**src/rtl/riscv_pkg.sv**
```systemverilog
// Shared RV64 datapath definitions used by the register file and its read ports.
package riscv_pkg;

  localparam int XLEN       = 64;
  localparam int NREGS      = 32;
  localparam int REG_ADDR_W = $clog2(NREGS);

  typedef logic [XLEN-1:0]       xlen_t;
  typedef logic [REG_ADDR_W-1:0] reg_addr_t;

endpackage

```
**src/rtl/regfile_read_port.sv**
```systemverilog
// One combinational read port: x0 zero-detect, storage mux and optional
// same-cycle forwarding of the write data.
module regfile_read_port
  import riscv_pkg::*;
#(
  parameter int XLEN   = riscv_pkg::XLEN,
  parameter int NREGS  = riscv_pkg::NREGS,
  parameter bit BYPASS = 1'b0,
  localparam int AW    = $clog2(NREGS)
) (
  input  logic [AW-1:0]   addr,
  input  logic [XLEN-1:0] regs [NREGS],
  input  logic            wr_active,
  input  logic [AW-1:0]   wr_addr,
  input  logic [XLEN-1:0] wr_data,
  output logic [XLEN-1:0] data
);

  // x0 always reads zero; otherwise forward the in-flight write when enabled,
  // falling back to the stored value.
  always_comb begin
    data = '0;
    if (addr != '0) begin
      if (BYPASS && wr_active && (addr == wr_addr)) begin
        data = wr_data;
      end else begin
        data = regs[addr];
      end
    end
  end

endmodule

```
**src/rtl/register_file.sv**
```systemverilog
// 32 x 64-bit RV64 integer register file: two combinational read ports and
// one synchronous write port, with x0 hardwired to zero.
module register_file
  import riscv_pkg::*;
#(
  parameter int XLEN   = riscv_pkg::XLEN,
  parameter int NREGS  = riscv_pkg::NREGS,
  parameter bit BYPASS = 1'b0,
  localparam int AW    = $clog2(NREGS)
) (
  input  logic            clk,
  input  logic            rst_n,
  input  logic            write_enable,
  input  logic [AW-1:0]   rs1,
  input  logic [AW-1:0]   rs2,
  input  logic [AW-1:0]   rd,
  input  logic [XLEN-1:0] wd,
  output logic [XLEN-1:0] rd1,
  output logic [XLEN-1:0] rd2
);

  logic [XLEN-1:0] regs [NREGS];
  logic            wr_active;

  // A write only counts outside reset and never targets x0; the same qualifier
  // gates forwarding so reset and x0 writes are never visible on the ports.
  assign wr_active = write_enable && rst_n && (rd != '0);

  // Storage: async clear of every entry, then commit qualified writes on the
  // rising edge. Entry 0 is cleared on reset and never written afterwards.
  always_ff @(posedge clk or negedge rst_n) begin
    if (!rst_n) begin
      for (int i = 0; i < NREGS; i++) begin
        regs[i] <= '0;
      end
    end else if (wr_active) begin
      regs[rd] <= wd;
    end
  end

  regfile_read_port #(
    .XLEN   (XLEN),
    .NREGS  (NREGS),
    .BYPASS (BYPASS)
  ) u_port1 (
    .addr      (rs1),
    .regs      (regs),
    .wr_active (wr_active),
    .wr_addr   (rd),
    .wr_data   (wd),
    .data      (rd1)
  );

  regfile_read_port #(
    .XLEN   (XLEN),
    .NREGS  (NREGS),
    .BYPASS (BYPASS)
  ) u_port2 (
    .addr      (rs2),
    .regs      (regs),
    .wr_active (wr_active),
    .wr_addr   (rd),
    .wr_data   (wd),
    .data      (rd2)
  );

endmodule

```
**config.mk**
```make
export PLATFORM = sky130hd
export DESIGN_NAME = register_file
export DESIGN_NICKNAME = d
export VERILOG_FILES = /design/src/rtl/riscv_pkg.sv /design/src/rtl/regfile_read_port.sv /design/src/rtl/register_file.sv
export SDC_FILE = /design/constraint.sdc
export NUM_CORES = 2
export LEC_CHECK = 0
export BUFFER_PORTS_ARGS = -buffer_cell sky130_fd_sc_hd__buf_2
export CELL_PAD_IN_SITES_DETAIL_PLACEMENT = 0
export CELL_PAD_IN_SITES_GLOBAL_PLACEMENT = 2
export CORE_MARGIN = 4
export CORE_UTILIZATION = 25
export CTS_BUF_LIST = sky130_fd_sc_hd__clkbuf_16
export DETAILED_ROUTE_END_ITERATION = 16
export PLACE_DENSITY = 0.56
export REMOVE_ABC_BUFFERS = 1
export SLEW_MARGIN = 25
export SYNTH_ARGS = -nofsm -noshare
export SYNTH_HDL_FRONTEND = slang
export SYNTH_SLANG_ARGS = --single-unit
```
**constraint.sdc**
```tcl
create_clock -name clk -period 9.3 [get_ports clk]
set_clock_uncertainty 0.2 [all_clocks]
set_input_delay 1.86 -clock clk [delete_from_list [all_inputs] [get_ports clk]]
set_output_delay 1.86 -clock clk [all_outputs]
set_load 0.03 [all_outputs]
```
Word level (Yosys, flattened, before mapping)
Cells that the tools add are included.
{ "op_classes": {"addsub": 0, "shift": 0, "bitwise": 3, "n_mux": 11, "reduce_logical": 6, "mul": 0, "order_cmp": 4, "n_eq_ne": 0, "n_div": 0} }
{ "ops": {"columns": ["operator", "n"], "rows": [
  ["2048-bit bitwise mux", 1],
  ["64-bit binary-select mux with 5-bit select", 2],
  ["64-bit 2-to-1 mux", 7],
  ["64-bit demux with 5-bit select", 1],
  ["6-bit greater-or-equal comparator (second input constant)", 3],
  ["5-bit NOT with 6-bit output", 3],
  ["5-bit nonzero test", 3],
  ["6-bit by 1-bit less-than comparator with 1-bit output (second input constant)", 1],
  ["1-bit logical AND", 3]
]} }
{ "word_totals": {"mem_count": 0, "ram_bits": 0, "register_bits": 2048, "latchBits": 0, "input_bits": 82, "elab_cells": 56, "rom_bits": 0, "out_inout_bits": 128} }

Depth between registers and ports, before layout
{ "logic_depth": {"ltp_word": 6, "depth_mapped": 11, "ltp_nobuf": 4} }

Modules after synthesis
A second synthesis with hierarchy kept.
{ "unflattened": {"hier_cells": 7077, "hier_area_um2": 109450.0} }
{ "modules_own_cells": {"columns": ["module", "cells_each", "seq_area_each_um2", "area_each_um2", "n_inst"], "rows": [
  ["register_file", 4531, 51249.2, 76701.1, 1],
  ["regfile_read_port", 1273, 0.0, 16374.5, 2]
]} }

Worst setup path before layout
No wires, ideal clock.
{ "synth_timing": {"path_kind": "input to output", "start": "input rs2[1]", "end": "output rd2[24]", "required_ps": 7240, "setup_slack_ps": 2657, "path_buffers": 3, "t_arrival_ps": 4583, "path_stages": 7, "cell_sequence": "buf_2 > buf_2 > buf_1 > nand2_1 > o22ai_1 > nor4_1 > a2111oi_0"} }
{ "synth_via": {"elab_chain_cells": 5, "word_cells_on_any_way": 6, "cone_classes": "4 x mux; 1 x bitwise; 1 x reduce/logical"} }
{ "synth_rtl": {"columns": ["element", "line", "text"], "rows": [
  ["start: declaration", "register_file.sv:15", "input logic [AW-1:0] rs2,"],
  ["5-bit NOT with 6-bit output (implied by the code)", "regfile_read_port.sv:27", "data = regs[addr];"],
  ["64-bit binary-select mux with 5-bit select", "regfile_read_port.sv:27", null],
  ["64-bit 2-to-1 mux (implied by the code) (2 in a row)", "regfile_read_port.sv:27", null],
  ["64-bit 2-to-1 mux (*)", "regfile_read_port.sv:23", "if (addr != '0) begin"],
  ["end: declaration", "register_file.sv:19", "output logic [XLEN-1:0] rd2"]
]} }
Every way passes the cells marked *; elsewhere a longest branch is shown, timed or not. The select of a mux whose other input is x is not followed.

Final worst setup path
{ "layout_timing": {"start": "input rs2[1]", "end": "output rd2[27]"} }
The elaborated chain is that of the path after synthesis.

==> impl_results.md <==
* DIE AREA at 446500 µm²
* Mux contribution to synthesized area at 46.08%
* Critical Path RT at 7.24 ns
* DR pass1 iterations at 7
* DR vias/cell at 5.188
* Regs by FF count: regs x2048
* First-pass GRT wire length at 570.8 mm
* Avg WL per Cell at 31.87 µm
* Seq cells post-synth at 2048
* Number of max-cap violations at 0
* WS Path Type: input pin to output port
* DRC errors left at 0
* Number of H-tree levels at 4
* Pwr dens at 197.6 nW/µm²
* Synth Area in Compound Gates at 2.241%
* Setup tns final at 0 ns
* RSZ-0062 raised after global routing: false
* Tmin final at 7.181 ns
* TritonCTS buffer count at 238
* IO Port Bufs at 209
* Main combinational cell family by area after synthesis: multiplexers
* Remaining Overflow, GRT at 0
* Clk sinks at 2048
* Dpl hpwl at 231.7 mm
* Avg Inst Size Synth at 16.03 µm²
* Final-report hold violation count at 0
* Worst hold path class: register to register
* Core area at 434200 µm²
* Die height at 668.2 µm
* Rel. slew slack at 24.66%
* Floorplan row count at 242
* Leak at 54.07 nW
* Longest Clk Path Bufs at 4
* Post-Synth XOR/XNOR Area at 0%
* Fillers at 43498
* Switching share of total power at 27.98%
* Clk_lat worst skew at 0.91 ns
* Vias at 65353
* Number of flops mapped to enable cells by yosys at 0
* Sw Pwr at 0.006809 W
* Number of distinct library cells after synthesis at 55
* Cts repair resizes at 0
* Final setup fails at 0
* Postcts setup bufs at 0
* Die W at 668.2 µm
* Crit path max fanout at 36
* Least-Margin Pin Slew at 1.127 ns
* Synth-to-layout area growth at 12.97%
* Ys flop type: dfrtp_1
* Total GRT Usage at 17.77%
* Pin count of the biggest net entering global routing at 171
* Clk pin slew, worst setup/hold paths at 0.06 ns
* Sequential share of power at 44.8%
* WHS at 0.1930 ns
* Total Nets Final at 6729
* Number of global-route vias before repair at 70532
* Synth Instances at 6800
* Final GP Congestion at 0.7504
* CP Capture Type: output port
* Most frequent cells in the layout: dfrtp_1 (2048), mux2_2 (1869), mux4_2 (1051)
* Simple-gate portion of the synthesized area at 1.100%
* Most common cell after layout, fill and taps aside: dfrtp_1
* Post-synthesis adder-cell area fraction at 0%
* Pint at 0.01752 W
* Final worst-path cycle share at 77.22%
* # hold bufs at CTS at 0
* Cell Area, Synth at 109000 µm²
* Crit path DAT at 5.12 ns
* Antenna violations before repair at 71
* Peak VDD IR at 0.1707 mV
* Dpl ws at 2.106 ns
* Status: finished clean
* Max FFs per register at 2048
* Max Fclk at 139.3 MHz
* Total number of yosys warnings at 0
* Top Ports at 210
* Comb pwr share at 17.9%
* Root Buffer: clkbuf_16
* Initial DRC count at 4507
* Register area share after synthesis at 47.03%
* Setup ws final at 2.119 ns
* Post-route ant nets at 0
* Share of layout cells above drive strength 1 at 56.13%
* Ys async rst share at 100.0%
* Initial Util at 25.10%
* Post-Route WL at 401.5 mm
* Clock Power Share at 37.3%
* CP Launch Type: input pin
* Largest register by flop count: regs
* Max-slew violation count at 0
* CTS tree: done
cells by family (layout without fill, tap and decap cells):
group,after synthesis,in the layout
simple gates,199,199
mux,3406,3406
flops,2048,2048
compound gates,344,344
other cells,0,25
buf+inv,803,842
power groups by stage:
| stage | clock network, W | registers (W) | logic, W |
|---|---|---|---|
| final | 0.00906 | 0.0109 | 0.00436 |
| after global placement | 0 | 0.0110 | 0.00435 |
| after global routing | 0.00968 | 0.0111 | 0.00468 |
| after CTS | 0.00936 | 0.0109 | 0.00444 |
| after floorplan | 0 | 0.0107 | 0.00289 |
| after detailed placement | 0 | 0.0110 | 0.00442 |
through the flow:
stage	area, µm²	total power, W	instances	util (%)
after CTS	122900	0.02468	12569	28.31
after detailed placement	115600	0.01546	12137	26.63
after floorplan	105100	0.01363	6001	-
after global placement	115500	0.01531	12134	26.61
after global routing	123100	0.02541	12579	28.34
final	123100	0.02433	12598	28.35
Yosys cell counts (all sizes together), types with 3 or more instances:
cell type / number / share of area [%]
nor4: 22 / 0.13
mux2i: 336 / 3.1
o211ai: 3 / 0.021
a2bb2oi: 3 / 0.024
o31ai: 4 / 0.028
mux2: 2019 / 21
nand2: 18 / 0.062
o21ai: 16 / 0.077
nand3b: 6 / 0.041
nand2b: 12 / 0.069
clkbuf: 413 / 1.4
a22o: 10 / 0.080
dfrtp: 2048 / 47
a21oi: 12 / 0.055
mux4: 1051 / 22
a21o: 76 / 0.52
o22a: 10 / 0.080
a32o: 7 / 0.064
a22oi: 3 / 0.021
nand3: 4 / 0.018
or3: 13 / 0.075
nor2b: 29 / 0.17
o22ai: 138 / 0.79
buf: 386 / 2.1
inv: 3 / 0.010
or2: 20 / 0.11
nor3: 32 / 0.21
a2111oi: 4 / 0.032
o221ai: 14 / 0.11
a211oi: 21 / 0.14
a221oi: 18 / 0.14
nor2: 34 / 0.15
final timing paths:
check                                       start                     end  slack [ns]  cells after the start
max                                        rs2[1]                 rd2[27]        2.12                      7
min                        regs[2020]$_DFFE_PN0P_  regs[2020]$_DFFE_PN0P_        0.19                      0
max reg2reg                regs[1172]$_DFFE_PN0P_  regs[1172]$_DFFE_PN0P_        8.29                      1
min reg2reg                regs[2020]$_DFFE_PN0P_  regs[2020]$_DFFE_PN0P_        0.19                      0
max in group asynchronous                   rst_n   regs[234]$_DFFE_PN0P_        4.02                      6
min in group asynchronous                   rst_n   regs[247]$_DFFE_PN0P_        0.61                      1
layout make-up:
cell class	instances	area [µm²]	share of cell area, %
Multi-Input combinational cell	3949	54160	43.99
Sequential cell	2048	51250	41.63
Tap cell	5734	7174	5.828
Clock buffer	242	6056	4.919
Timing Repair Buffer	406	3134	2.546
Clock inverter	190	1242	1.009
Antenna cell	25	62.56	0.05082
Inverter	4	32.53	0.02642
metal layers:
layer | part of all wire [%] | GRT usage, % | vias to the layer above
li1 | - | - | 26206
met1 | 44 | 24.42 | 36849
met2 | 47 | 28.82 | 1734
met3 | 5.3 | 3.113 | 534
met4 | 2.8 | 4.766 | 30
met5 | 0.044 | 0 | -
worst max-delay path, stage by stage:
cell and delay [ns]:
buf_8 0.36, buf_4 0.67, nand2_1 0.50, o22ai_1 0.26, o31ai_1 0.12, a221oi_1 0.82, buf_2 0.35
(Power assumes the default switching activity.)
